[config.mk]
export PLATFORM = sky130hd
export DESIGN_NAME = serial_add_ctrl
export DESIGN_NICKNAME = d
export VERILOG_FILES = /design/src/rtl/serial_add_ctrl_pkg.sv /design/src/rtl/serial_add_ctrl_fa_cell.sv /design/src/rtl/serial_add_ctrl.sv
export SDC_FILE = /design/constraint.sdc
export NUM_CORES = 1
export LEC_CHECK = 0
export ABC_AREA = 1
export BUFFER_PORTS_ARGS = -buffer_cell sky130_fd_sc_hd__buf_2
export CAP_MARGIN = 20
export CORE_MARGIN = 1
export CORE_UTILIZATION = 45
export DETAILED_ROUTE_END_ITERATION = 7
export PLACE_DENSITY = 0.79
export REMOVE_ABC_BUFFERS = 1
export SLEW_MARGIN = 20
export SYNTH_ARGS = -nofsm -noshare
export SYNTH_HDL_FRONTEND = slang
export SYNTH_SLANG_ARGS = --single-unit
[constraint.sdc]
create_clock -name clk -period 2.6 [get_ports clk]
set_clock_uncertainty 0.1 [all_clocks]
set_input_delay 0 -clock clk [delete_from_list [all_inputs] [get_ports clk]]
set_output_delay 0 -clock clk [all_outputs]
set_load 0.02 [all_outputs]
[src/rtl/serial_add_ctrl_pkg.sv]
// Shared types and limits for the bit-serial adder controller.
// Holds the FSM state encoding, legal WIDTH range and counter sizing helper.
package serial_add_ctrl_pkg;

  typedef enum logic [1:0] {
    ST_IDLE = 2'd0,
    ST_RUN  = 2'd1,
    ST_DONE = 2'd2
  } state_t;

  localparam int WIDTH_MIN = 1;
  localparam int WIDTH_MAX = 64;

  // Bit counter needs at least one bit even when WIDTH is 1.
  function automatic int cnt_width(input int width);
    return ($clog2(width) < 1) ? 1 : $clog2(width);
  endfunction

endpackage

[src/rtl/serial_add_ctrl_fa_cell.sv]
// Combinational 1-bit full adder; the only arithmetic in the serial adder.
// Zero latency, no flow control.
module fa_cell (
  input  logic a,
  input  logic b,
  input  logic c,
  output logic s,
  output logic co
);

  logic w_p;

  assign w_p = a ^ b;
  assign s   = w_p ^ c;
  assign co  = (a & b) | (w_p & c);

endmodule

[src/rtl/serial_add_ctrl.sv]
// Bit-serial adder: one full-adder cell stepped LSB-first over WIDTH cycles.
// Result after WIDTH+1 edges from accept; in_ready low while RUN, out_valid pulses once.
module serial_add_ctrl
  import serial_add_ctrl_pkg::*;
#(
  parameter int WIDTH = 8
) (
  input  logic             clk,
  input  logic             rst,
  input  logic             in_valid,
  output logic             in_ready,
  input  logic [WIDTH-1:0] a,
  input  logic [WIDTH-1:0] b,
  input  logic             cin,
  output logic             out_valid,
  output logic [WIDTH-1:0] sum,
  output logic             cout,
  output logic             busy
);

  localparam int CW = cnt_width(WIDTH);
  localparam logic [CW-1:0] LAST_BIT = CW'(WIDTH - 1);

  generate
    if (WIDTH < WIDTH_MIN || WIDTH > WIDTH_MAX) begin : g_bad_width
      $error("serial_add_ctrl: WIDTH out of range 1..64");
    end
  endgenerate

  state_t           r_state;
  state_t           w_state_nxt;
  logic [WIDTH-1:0] r_a_sr;
  logic [WIDTH-1:0] r_b_sr;
  logic [WIDTH-1:0] r_sum_sr;
  logic [WIDTH-1:0] r_sum;
  logic             r_cout;
  logic             r_carry;
  logic [CW-1:0]    r_cnt;
  logic             w_accept;
  logic             w_last;
  logic             w_s;
  logic             w_co;
  logic [WIDTH-1:0] w_sum_nxt;

  fa_cell u_fa (
    .a  (r_a_sr[0]),
    .b  (r_b_sr[0]),
    .c  (r_carry),
    .s  (w_s),
    .co (w_co)
  );

  assign w_accept = in_valid & in_ready;
  assign w_last   = (r_cnt == LAST_BIT);

  // New sum bit enters at the MSB so the LSB lands in bit 0 after WIDTH shifts.
  always_comb begin
    w_sum_nxt            = r_sum_sr >> 1;
    w_sum_nxt[WIDTH-1]   = w_s;
  end

  always_comb begin
    w_state_nxt = r_state;
    in_ready    = 1'b1;
    out_valid   = 1'b0;
    busy        = 1'b0;
    case (r_state)
      ST_IDLE: begin
        if (in_valid) w_state_nxt = ST_RUN;
      end
      ST_RUN: begin
        in_ready = 1'b0;
        busy     = 1'b1;
        if (w_last) w_state_nxt = ST_DONE;
      end
      ST_DONE: begin
        out_valid   = 1'b1;
        w_state_nxt = in_valid ? ST_RUN : ST_IDLE;
      end
      default: w_state_nxt = ST_IDLE;
    endcase
  end

  always_ff @(posedge clk) begin
    if (rst) r_state <= ST_IDLE;
    else     r_state <= w_state_nxt;
  end

  always_ff @(posedge clk) begin
    if (rst) begin
      r_a_sr   <= '0;
      r_b_sr   <= '0;
      r_sum_sr <= '0;
      r_sum    <= '0;
      r_cout   <= 1'b0;
      r_carry  <= 1'b0;
      r_cnt    <= '0;
    end else if (w_accept) begin
      r_a_sr  <= a;
      r_b_sr  <= b;
      r_carry <= cin;
      r_cnt   <= '0;
    end else if (r_state == ST_RUN) begin
      r_a_sr   <= r_a_sr >> 1;
      r_b_sr   <= r_b_sr >> 1;
      r_sum_sr <= w_sum_nxt;
      r_carry  <= w_co;
      r_cnt    <= r_cnt + 1'b1;
      // Published result only moves on the final bit, so sum/cout hold across a run.
      if (w_last) begin
        r_sum  <= w_sum_nxt;
        r_cout <= w_co;
      end
    end
  end

  assign sum  = r_sum;
  assign cout = r_cout;

endmodule

# ---- After elaboration in Yosys (flattened, before gate mapping)
# Cells that the tools add are included.
dict set report classes {
  n_eq_ne 5
  n_reduce_logical 6
  add_sub_neg 1
  n_bitwise 7
  n_mux 13
}
# op count
set op_table {}
lappend op_table {{two-way mux 8 bit} 4}
lappend op_table {{two-way mux 1 bit} 6}
lappend op_table {{one-hot mux 2 bit (3 select lines)} 1}
lappend op_table {{two-way mux 2 bit} 2}
lappend op_table {{!= test 2 bit, second input constant} 2}
lappend op_table {{AND reduction 2 bit} 2}
lappend op_table {{adder 3 x 1 -> 3 bit, second input constant} 1}
lappend op_table {{bitwise AND 1 bit} 3}
lappend op_table {{== test 3 bit, second input constant} 1}
lappend op_table {{AND reduction 3 bit} 1}
lappend op_table {{== test 2 x 1 -> 1 bit, second input constant} 1}
lappend op_table {{== test 2 bit, second input constant} 1}
lappend op_table {{zero test 2 bit} 1}
lappend op_table {{nonzero test 2 bit} 1}
lappend op_table {{OR reduction 2 bit} 1}
lappend op_table {{bitwise XOR 1 bit} 2}
lappend op_table {{inverter 1 bit} 1}
lappend op_table {{bitwise OR 1 bit} 1}
dict set report totals {
  input_bits 20
  regBits 39
  word_cells 40
  output_inout_bits 12
}

# ---- Logic depth before layout (Yosys ltp)
dict set report logic_depth {
  word_depth 5
  ltp_mapped 8
  ltp_nobuf 8
}

# ---- Hierarchy
# Synthesis repeated with hierarchy kept, for this count alone.
dict set report hier_totals {
  hier_cells 221
  hier_area_um2 1642.8
}
# module seq_area_each_um2 cells_per_inst n_inst area_per_inst_um2
set by_module_without_submodules {}
lappend by_module_without_submodules {serial_add_ctrl 760.7 220 1 1622.8}
lappend by_module_without_submodules {fa_cell 0.0 1 1 20.0}

# ---- Least setup slack after synthesis
# No wires, ideal clock.
dict set report synth_path {
  path_type {register to register}
  startpoint {reg r_cnt[0]}
  endpoint {reg r_sum[7] (netlist: sum[7])}
  t_required_ns 2.388
  path_stages_with_launch 9
  path_slack_ns 1.367
  period_less_slack_ns 1.233
  setup_ns 0.112
  n_path_buf 0
  arrival_time_ns 1.021
  cell_sequence {dfxtp_1 -> ha_1 -> ha_1 -> inv_1 -> nor2_4 -> nand2_1 -> inv_1 -> nand2_1 -> nand2_1}
}
dict set report synth_between {
  elab_chain_cells 2
}
# item line
set synth_rtl {}
lappend synth_rtl {{from (decl)} serial_add_ctrl.sv:38} ;# logic [CW-1:0] r_cnt;
lappend synth_rtl {{from (signal assigned)} serial_add_ctrl.sv:108} ;# r_cnt <= r_cnt + 1'b1;
lappend synth_rtl {{== test 3 bit} serial_add_ctrl.sv:54} ;# assign w_last = (r_cnt == LAST_BIT);
lappend synth_rtl {{AND reduction 3 bit (no line)} n/a}
lappend synth_rtl {{to (signal assigned)} serial_add_ctrl.sv:111} ;# r_sum <= w_sum_nxt;
lappend synth_rtl {{to (decl)} serial_add_ctrl.sv:35} ;# logic [WIDTH-1:0] r_sum;
# No other way between the ends.
# A chain may end at the register's enable or synchronous reset.

# ---- Worst setup path in the final report
dict set report layout_path {
  startpoint {reg r_state[0]}
  endpoint {out busy}
}
dict set report layout_between {
  elab_chain_cells 2
}
# item line
set layout_rtl {}
lappend layout_rtl {{from (decl)} serial_add_ctrl.sv:30} ;# state_t r_state;
lappend layout_rtl {{from (signal assigned)} serial_add_ctrl.sv:86} ;# else r_state <= w_state_nxt;
lappend layout_rtl {{== test 2 x 1 -> 1 bit} serial_add_ctrl.sv:67} ;# case (r_state)
lappend layout_rtl {{two-way mux 1 bit} serial_add_ctrl.sv:67}
lappend layout_rtl {{to (decl)} serial_add_ctrl.sv:18} ;# output logic busy
# No other way between the ends.

==> impl_metrics.toml <==
[power_and_ir_drop]
p_switching_uw = 302
pwr-share-comb_pct = 13.2
vdd_drop_max_mv = 0.288
switching_share_pct = 26.1
power_density_nw_per_um2 = 568
power.share.clock_pct = 32.5
seqPwrFrac_pct = 54.3
p_leak_uw = 0.00104
p_int_uw = 856

[logic_synthesis]
ys_ff_latch = 38
yosys_warnings = 0
avgSynthCellArea_sq_um = 7.54
synthCells = 220
synth_area_sq_um = 1660
yosysSeqAreaShare_pct = 45.9
ys_types = 22

[worst_setup_path]
crit_path_end_kind = "output pin"
critPathKind = "flop to output pin"
crit_path_max_fanout = 26
start_kind = "flop"
required_ns = 2.50
critPathArrivalTime_ns = 1.51
ff2ff_setup_slack_ns = 1.10

[route]
post_drt_wl_per_cell_um = 10.8
drc = 0
wl_mm = 3.35
ant_nets = 0
drtIter0Drc = 121
vias = 1502
firstDrtPassIters = 4
detail_route.vias_per_cell = 4.85

[job]
cap_violations = 0

[cts]
clk_latency_ns = 0.29
cts.repair.resized = 0
cts_tree = "yes"
h-tree-depth = 2
root_buffer = "clkbuf_8"
cts.clk_slew.worst_paths_ns = 0.07
clock-sinks = 38
clk_path_buf_depth = 2
cts_buffers = 5

[global_route]
grt_overflow = 0
grt_pass1_vias = 1450
antenna_found_initial = 0
track_usage_pct = 19.2
grt_pass1_wl_mm = 5.91
grt_max_degree = 47

[cells_and_area]
final_nets = 287
seq_area_sq_um = 761
area.growth.synth_to_final_pct = 23.0
fillers = 330
multi_input_area_sq_um = 717
drive_above_1_share_pct = 18.9
n_antenna_cell = 0
final_util_pct = 59.3

[timing]
hold_violations = 0
worst_slew_margin_rel_pct = 60.9
fin_crit_ns = 1.61
setup-tns-final_ns = 0
max_clock_freq_mhz = 621
slew_violations = 0
rsz0062_at_grt = "no"
tightest_slew_ns = 0.586
setup_viol = 0
period_share_pct = 62.0

[floorplan]
die_width_um = 62.7
fp.dieH_um = 62.7
die_area_sq_um = 3930
io_pins = 32
std_cell_rows = 21
start_util_pct = 48.2
coreArea_sq_um = 3440

[place]
hpwl_mm = 2.04
io_buffers = 31
routabilityCongestion = 0.742

[status]
run_status = "finished, final reports clean"

[worst_hold_path]
min_path_type = "primary input to flop"
==> through the flow <==
step	power, uW	instance area, sq um	cells	worst slack (ns)	hold slack, ns
floorplan	728	1570	208	1.23	-0.0376
global placement	770	1780	285	1.14	0.116
detailed placement	773	1780	285	1.12	0.121
CTS	1170	2040	310	0.988	0.0347
global route	1220	2040	310	0.898	0.0798
finish	1160	2040	310	0.989	0.0524
==> cell usage in the layout, fill, tap and decap left out, types with 2 or more instances in the layout <==
| cell | count |
|---|---|
| nand3_1 | 50 |
| nand2_1 | 40 |
| dfxtp_1 | 38 |
| buf_2 | 31 |
| nor2_1 | 23 |
| inv_1 | 20 |
| dlygate4sd3_1 | 18 |
| o21ai_0 | 14 |
| a21oi_1 | 6 |
| clkbuf_8 | 5 |
| inv_2 | 4 |
| nand2_2 | 3 |
| nor2_4 | 2 |
| ha_1 | 2 |
| clkinv_2 | 2 |
==> cell families after synthesis <==
logic type / share of synthesized area, %
DFF: 45.9
AOI/OAI and AO/OA: 6.87
and+or+nand+nor: 33.1
buffers and inverters: 10.9
xor gates and xnor gates: 0.528
adders and majority gates: 2.72
==> power by group through the flow <==
stage | Sequential [uW] | Clock, uW | Combinational [uW]
floorplan | 638 | 0 | 90.5
global placement | 641 | 0 | 129
detailed placement | 642 | 0 | 131
CTS | 629 | 388 | 152
global route | 632 | 413 | 173
finish | 629 | 376 | 153
==> synthesized netlist by cell type, drive strengths merged <==
master,count,area (sq um)
fa,1,20.0
o21ai,15,75.1
nand2,44,180
ha,2,25.0
a21oi,7,38.8
clkbuf,2,17.5
nand3,51,260
nor2,25,109
xor2,1,8.76
dfxtp,38,761
inv,24,90.1
buf,10,72.6
==> area by class of cell <==
| type | count | share of cell area, % |
|---|---|---|
| Timing Repair Buffer | 49 | 16.4 |
| Clock buffer | 5 | 3.37 |
| Sequential cell | 38 | 37.3 |
| Tap cell | 46 | 2.82 |
| Inverter | 24 | 4.42 |
| Clock inverter | 2 | 0.491 |
| Multi-Input combinational cell | 146 | 35.2 |
==> flip-flops by register name, indices dropped and copies added (netlist names) <==
| signal | flops |
|---|---|
| r_carry | 1 |
| r_b_sr | 8 |
| r_sum_sr | 7 |
| sum | 8 |
| r_a_sr | 8 |
| r_cnt | 3 |
| r_state | 2 |
| cout | 1 |
==> final timing paths <==
check	end	depth (start not counted)	from
min	r_state[0]	3	in_valid
max reg2reg	r_cnt[1]	4	r_state[0]
max	busy	3	r_state[0]
min reg2reg	r_sum_sr[4]	2	r_sum_sr[4]
==> layer usage <==
layer / vias to the layer above / wire [um] / GRT usage (%)
met5: - / 0 / 0
met4: 0 / 51 / 7.85
met3: 4 / 123 / 5.47
met2: 33 / 1630 / 32.7
met1: 674 / 1540 / 22.3
li1: 791 / - / -
==> critical path, cell delays in order, from the launching register on <==
cell     delay [ns]
dfxtp_1        0.40
inv_2          0.07
nor2_4         0.46
buf_2          0.28
==> what timing repair did <==
action	4_1_cts	5_1_grt
endpoints found under the hold margin	18	0
endpoints found under the setup margin	0	0
setup buffers	0	0
hold buffers	18	0
Note: power is estimated with default switching activity, not from simulation.
